===== src/rtl/udp_rx_frame_unpacker.sv =====
// Reassembles UDP payload bytes into one LEN-byte frame, validates packet length,
// aborts stalled packets and emits a one-cycle frame_valid or len_err per packet.
module udp_rx_frame_unpacker #(
  parameter int LEN     = 113,
  parameter int TIMEOUT = 1024
) (
  input  logic                gmii_clk,
  input  logic                rst_n,
  input  logic                rec_en,
  input  logic [7:0]          rec_data,
  input  logic                rec_pkt_done,
  input  logic [15:0]         rec_byte_num,
  output logic [LEN*8-1:0]    frame_out,
  output logic                frame_valid,
  output logic                len_err,
  output logic [15:0]         frame_cnt,
  output logic [15:0]         err_cnt
);

  localparam int              FW    = LEN * 8;
  localparam int              TW    = (TIMEOUT > 1) ? $clog2(TIMEOUT) : 1;
  localparam logic [6:0]      LEN_C = 7'(LEN);
  localparam logic [15:0]     LEN_W = 16'(LEN);
  localparam logic [TW-1:0]   TMAX  = TW'(TIMEOUT - 1);

  localparam logic [1:0] S_IDLE    = 2'd0;
  localparam logic [1:0] S_COLLECT = 2'd1;
  localparam logic [1:0] S_DROP    = 2'd2;
  localparam logic [1:0] S_CHECK   = 2'd3;

  logic [1:0]    state_q, state_d;
  logic [6:0]    byte_cnt_q, byte_cnt_d;
  logic [TW-1:0] timer_q, timer_d;
  logic [FW-1:0] sh_q, sh_d;
  logic [15:0]   byte_num_q, byte_num_d;
  logic          abort_q, abort_d;
  logic [FW-1:0] frame_out_q, frame_out_d;
  logic          frame_valid_q, frame_valid_d;
  logic          len_err_q, len_err_d;
  logic [15:0]   frame_cnt_q, frame_cnt_d;
  logic [15:0]   err_cnt_q, err_cnt_d;
  logic          start_new;
  logic [15:0]   err_cnt_inc;

  assign err_cnt_inc = (err_cnt_q == 16'hFFFF) ? err_cnt_q : err_cnt_q + 16'd1;

  always_comb begin
    state_d       = state_q;
    byte_cnt_d    = byte_cnt_q;
    timer_d       = timer_q;
    sh_d          = sh_q;
    byte_num_d    = rec_pkt_done ? rec_byte_num : byte_num_q;
    abort_d       = abort_q;
    frame_out_d   = frame_out_q;
    frame_valid_d = 1'b0;
    len_err_d     = 1'b0;
    frame_cnt_d   = frame_cnt_q;
    err_cnt_d     = err_cnt_q;
    start_new     = 1'b0;

    case (state_q)
      S_IDLE: begin
        if (rec_en) begin
          start_new = 1'b1;
        end else if (rec_pkt_done) begin
          // Zero-length packet: CHECK fails it because byte_cnt is 0, keeping
          // the same done-to-pulse latency as every other packet.
          byte_cnt_d = 7'd0;
          state_d    = S_CHECK;
        end
      end

      S_COLLECT: begin
        if (rec_en) begin
          timer_d = '0;
          if (byte_cnt_q < LEN_C) begin
            byte_cnt_d = byte_cnt_q + 7'd1;
            sh_d       = {sh_q[FW-9:0], rec_data};
            if (rec_pkt_done) begin
              state_d = S_CHECK;
            end
          end else begin
            state_d = S_DROP;
            abort_d = rec_pkt_done;
          end
        end else if (rec_pkt_done) begin
          state_d = S_CHECK;
        end else if (timer_q == TMAX) begin
          state_d = S_DROP;
          abort_d = 1'b1;
          timer_d = '0;
        end else begin
          timer_d = timer_q + 1'b1;
        end
      end

      S_DROP: begin
        // abort_q marks the single reporting cycle; a byte seen here opens the next packet.
        if (abort_q) begin
          len_err_d  = 1'b1;
          err_cnt_d  = err_cnt_inc;
          byte_cnt_d = 7'd0;
          timer_d    = '0;
          abort_d    = 1'b0;
          state_d    = S_IDLE;
          start_new  = rec_en;
        end else if (rec_pkt_done) begin
          abort_d = 1'b1;
        end else if (rec_en) begin
          timer_d = '0;
        end else if (timer_q == TMAX) begin
          abort_d = 1'b1;
          timer_d = '0;
        end else begin
          timer_d = timer_q + 1'b1;
        end
      end

      S_CHECK: begin
        if (byte_cnt_q == LEN_C && byte_num_q == LEN_W) begin
          frame_out_d   = sh_q;
          frame_valid_d = 1'b1;
          frame_cnt_d   = frame_cnt_q + 16'd1;
        end else begin
          len_err_d = 1'b1;
          err_cnt_d = err_cnt_inc;
        end
        byte_cnt_d = 7'd0;
        timer_d    = '0;
        state_d    = S_IDLE;
        start_new  = rec_en;
      end

      default: begin
        state_d = S_IDLE;
      end
    endcase

    if (start_new) begin
      byte_cnt_d = 7'd1;
      sh_d       = {sh_q[FW-9:0], rec_data};
      timer_d    = '0;
      state_d    = rec_pkt_done ? S_CHECK : S_COLLECT;
    end
  end

  always_ff @(posedge gmii_clk or negedge rst_n) begin
    if (!rst_n) begin
      state_q       <= S_IDLE;
      byte_cnt_q    <= 7'd0;
      timer_q       <= '0;
      sh_q          <= '0;
      byte_num_q    <= 16'd0;
      abort_q       <= 1'b0;
      frame_out_q   <= '0;
      frame_valid_q <= 1'b0;
      len_err_q     <= 1'b0;
      frame_cnt_q   <= 16'd0;
      err_cnt_q     <= 16'd0;
    end else begin
      state_q       <= state_d;
      byte_cnt_q    <= byte_cnt_d;
      timer_q       <= timer_d;
      sh_q          <= sh_d;
      byte_num_q    <= byte_num_d;
      abort_q       <= abort_d;
      frame_out_q   <= frame_out_d;
      frame_valid_q <= frame_valid_d;
      len_err_q     <= len_err_d;
      frame_cnt_q   <= frame_cnt_d;
      err_cnt_q     <= err_cnt_d;
    end
  end

  assign frame_out   = frame_out_q;
  assign frame_valid = frame_valid_q;
  assign len_err     = len_err_q;
  assign frame_cnt   = frame_cnt_q;
  assign err_cnt     = err_cnt_q;

endmodule


===== config.mk =====
export PLATFORM = sky130hd
export DESIGN_NAME = udp_rx_frame_unpacker
export DESIGN_NICKNAME = d
export VERILOG_FILES = /design/src/rtl/udp_rx_frame_unpacker.sv
export SDC_FILE = /design/constraint.sdc
export NUM_CORES = 2
export LEC_CHECK = 0
export ABC_AREA = 1
export BUFFER_PORTS_ARGS = -buffer_cell sky130_fd_sc_hd__buf_2
export CAP_MARGIN = 30
export CORE_UTILIZATION = 35
export DETAILED_ROUTE_END_ITERATION = 12
export GPL_TIMING_DRIVEN = 0
export PLACE_DENSITY = 0.59
export SKIP_CTS_REPAIR_TIMING = 1
export SLEW_MARGIN = 20
export SYNTH_ARGS = -nofsm -noshare
export SYNTH_HDL_FRONTEND = slang
export SYNTH_SLANG_ARGS = --single-unit

===== constraint.sdc =====
create_clock -name gmii_clk -period 4.3 [get_ports gmii_clk]
set_input_delay 0.645 -clock gmii_clk [delete_from_list [all_inputs] [get_ports gmii_clk]]
set_output_delay 0.645 -clock gmii_clk [all_outputs]
set_load 0.02 [all_outputs]

### Yosys cells after proc, flatten, opt, wreduce, memory -nomap -nowiden

Cells that the tools add are included.

* register bits after elaboration: 1878
* bits in latches: 0
* memory bits (writable): 0
* bits in read-only memories: 0
* input port bits: 28
* logic and storage cells: 101
* memories kept: 0

* add/sub/neg operators: 4
* multipliers: 0
* div/mod/pow operators: 0
* $lt $le $gt $ge: 1
* eq/ne operators: 20
* shifts and indexed selects: 0
* mux-type cells: 50
* bitwise operators: 0
* reduce and logical (&&, ||, !) cells: 15

Operator list (count)
* 904-bit two-way mux: 4
* 10-bit two-way mux: 7
* 16-bit two-way mux: 3
* 7-bit two-way mux: 6
* 16-bit by 1-bit adder with 16-bit output, second input constant: 2
* 16-bit case mux with 2 select lines: 1
* 10-bit case mux with 3 select lines: 1
* 7-bit case mux with 4 select lines: 1
* 3-bit != test, second input constant: 8
* 2-bit two-way mux: 9
* 16-bit == test, second input constant: 1
* 16-bit by 7-bit == test with 1-bit output, second input constant: 1
* 1-bit two-way mux: 14
* 3-bit AND reduction: 4
* 10-bit by 1-bit adder with 10-bit output, second input constant: 1
* 10-bit == test, second input constant: 1
* 2-bit nonzero test: 5
* 4-bit != test, second input constant: 2
* 2-bit case mux with 4 select lines: 1
* 7-bit by 1-bit adder with 7-bit output, second input constant: 1
* 7-bit == test, second input constant: 1
* 7-bit less-than comparator, second input constant: 1
* 5-bit != test, second input constant: 1
* 5-bit AND reduction: 1
* other kinds (10): 13

### Logic depth before layout (Yosys ltp)

* depth after elaboration: 7
* depth in mapped cells: 12
* gate-level depth less buffers: 11

### Worst setup path after synthesis

Ideal clock, no wire load.

* path type: input port to flip-flop
* start point: input rec_en
* end point: register timer_q[6]
* arrival: 1.853 ns
* data required time: 4.187 ns
* slack: 2.334 ns
* cell stages on the path: 10
* path buffers: 1
* path through: buf_2 > inv_1 > nand2_1 > nor2_1 > a21oi_1 > nand2_2 > inv_1 > o21ai_0 > nand2_1 > inv_1

* word-level cells in the longest chain between the ends: 5

Ends and longest elaborated chain
* start: declaration: RTL line 9 `input logic rec_en,`
* 10-bit two-way mux: RTL line 109 `end else if (rec_en) begin`
* 10-bit two-way mux: RTL line 107 `end else if (rec_pkt_done) begin`
* 10-bit two-way mux: RTL line 99 `if (abort_q) begin`
* 10-bit case mux with 3 select lines: RTL line 61 `case (state_q)`
* 10-bit two-way mux: RTL line 139 `if (start_new) begin`
* end signal: assignment: RTL line 163 `timer_q <= timer_d;`
* end: declaration: RTL line 33 `logic [TW-1:0] timer_q, timer_d;`

Parallel ways exist; a longest one is shown, timed or not. The select of a mux whose other input is x is not followed.
A chain may end at the register's enable or synchronous reset.

==> flow_summary.toml <==
[routing]
drtIter0Drc = 5410
drc = 0
drt_wl_total_um = 241000
ant_nets = 0
drt-wirelength-per-cell_um = 19.4
vias_per_cell = 4.79
first_pass_iters = 8
vias = 59622

[synth]
synth-edff-count = 0
syn_nets = 8348
yosysTopAreaCellShare_pct = 64.2
syn_inst = 8310
ys_warn_count = 0
synth.cell_area_mm2 = 0.0732
synthTopCellsByArea = "dfrtp_1, nand2_1, nand3_1"
synth_top_flop_cell = "dfrtp_1"
synth_top_cell_by_area = "dfrtp_1"
yosysUniqueCellTypes = 29
ys_async_sr_fraction_pct = 100
avgSynthCellArea_um2 = 8.81
ys_ff_latch = 1878
ys_seq_area_share_pct = 64.2

[timing]
tightestPinTransition_ns = 0.912
tns_ns = 0
worst_slack_ns = 0.921
clock_skew_ns = 0.0709
min_period_ns = 3.38
slew_viol_final = 0
whs_ns = 0.0193
hold_viol = 0
layout_worst_path_cycle_share_pct = 78.6
fmax_ghz = 0.296
slew_headroom_pct = 39.2
finalSetupViolCount = 0
rsz0062_at_grt = "no"

[layout]
layout.filler_cells = 20576
layout.nets = 9539
utilization_pct = 42.9
final_area_mm2 = 0.0890
mostFrequentLayoutCell = "nand2_1"
drive_above_1_share_pct = 17.0
area_growth_pct = 21.5
multi_input_area_mm2 = 0.0235
instances_no_fill = 12459
final_cell_mix = "nand2_1, dfrtp_1, buf_2"
regArea_mm2 = 0.0470

[grt]
grt_pass1_vias = 58411
grt_use_total_pct = 22.5
grt_max_degree = 146
antenna_found_initial = 3
grt-ovfl-total = 0
grt_pass1_wl_um = 363000

[floorplanning]
row_count = 167
coreArea_mm2 = 0.207
die_w_um = 459
die_h_um = 459
dieArea_mm2 = 0.211
ios = 966
start_util_pct = 35.3

[critical_path]
endpoint_kind = "async pin"
crit_path_start = "rst_n"
crit_type = "in2async"
crit_fanout = 138
cp.required_ns = 5.19
start_kind = "primary input"
arrival_ns = 4.27
r2r-start = "state_q[0]"

[placed_design]
place_inst = 12078
place_area_mm2 = 0.0820
io_buffers = 964
place_ws_ns = 0.593
gp_congestion = 0.896
hpwl_um = 178000

[power]
p_leak_nw = 52.6
power_mw = 46.8
power_density_mw_per_mm2 = 525
vdd_drop_max_v = 0.000414

[cts]
path_clk_slew_ns = 0.06
cts_tree = "done"
cts.sinks = 1878
clockBufferDepth = 3
clk_latency_ns = 0.88
cts_buffers = 200
htreeDepth = 4
root_buffer = "clkbuf_16"

[run_status]
status = "finished, final reports clean"

[worst_hold_path]
hold_start = "rec_data[3]"
hold_path.class = "in2reg"

[run]
maxCapViolCount = 0
-- Yosys cell counts, types with 12 or more instances --
library cell and number:
nand4_1 18, o21ai_0 35, clkbuf_1 177, xor2_1 17, nor2_1 57, buf_4 41
dfrtp_1 1878, inv_1 64, nand3_1 959, nand2_1 4709, buf_2 283, nor3_1 12
-- layer usage --
| layer | part of all wire, % | global-route usage (%) |
|---|---|---|
| met5 | 0 | 0 |
| met4 | 4.3 | 9.23 |
| met3 | 7.7 | 5.89 |
| met2 | 46 | 35.4 |
| met1 | 42 | 29.4 |
-- layout make-up --
class	count	share of cell area (%)
Inverter	67	0.283
Clock buffer	287	6.52
Sequential cell	1878	52.8
Antenna cell	4	0.0112
Buffer	514	2.76
Tap cell	2788	3.92
Clock inverter	81	1.25
Timing Repair Buffer	989	6.00
Multi-Input combinational cell	5851	26.4
-- final timing paths --
kind	endpoint	slack, ns	cells after the start
max	frame_out[546]	0.92	6
min in group asynchronous	frame_out[238]	0.36	2
max in group gmii_clk	sh_q[703]	1.03	11
min reg2reg	frame_out[32]	0.47	2
max reg2reg	sh_q[703]	1.03	11
min	sh_q[3]	0.02	3
-- logic make-up after synthesis --
kind of cell / count (synthesis) / synth area share [%]
fa+ha+maj: 10 / 0.171
xor+xnor: 23 / 0.275
simple gates: 5768 / 31.3
compound gates: 50 / 0.355
buf+inv: 581 / 3.70
flops: 1878 / 64.2
-- state kept, by name, summed over array words and instances (netlist names) --
| name | count |
|---|---|
| abort_q | 1 |
| byte_cnt_q | 7 |
| byte_num_q | 16 |
| err_cnt | 16 |
| frame_cnt | 16 |
| frame_out | 904 |
| frame_valid | 1 |
| len_err | 1 |
| sh_q | 904 |
| state_q | 2 |
| timer_q | 10 |
-- critical path, cell delays in order --
cell	delay [ns]
dlygate4sd3_1	0.57
buf_12	0.43
buf_16	0.45
buf_16	0.50
buf_16	0.49
buf_16	0.50
-- power by group --
| part | internal, mW | leakage [nW] | switching, mW |
|---|---|---|---|
| Combinational | 2.05 | 23.1 | 7.01 |
| Clock | 10.5 | 3.39 | 7.51 |
| Sequential | 18.6 | 26.1 | 1.06 |
| Total | 31.2 | 52.6 | 15.6 |
No activity file was read; power rests on OpenSTA's default activity.
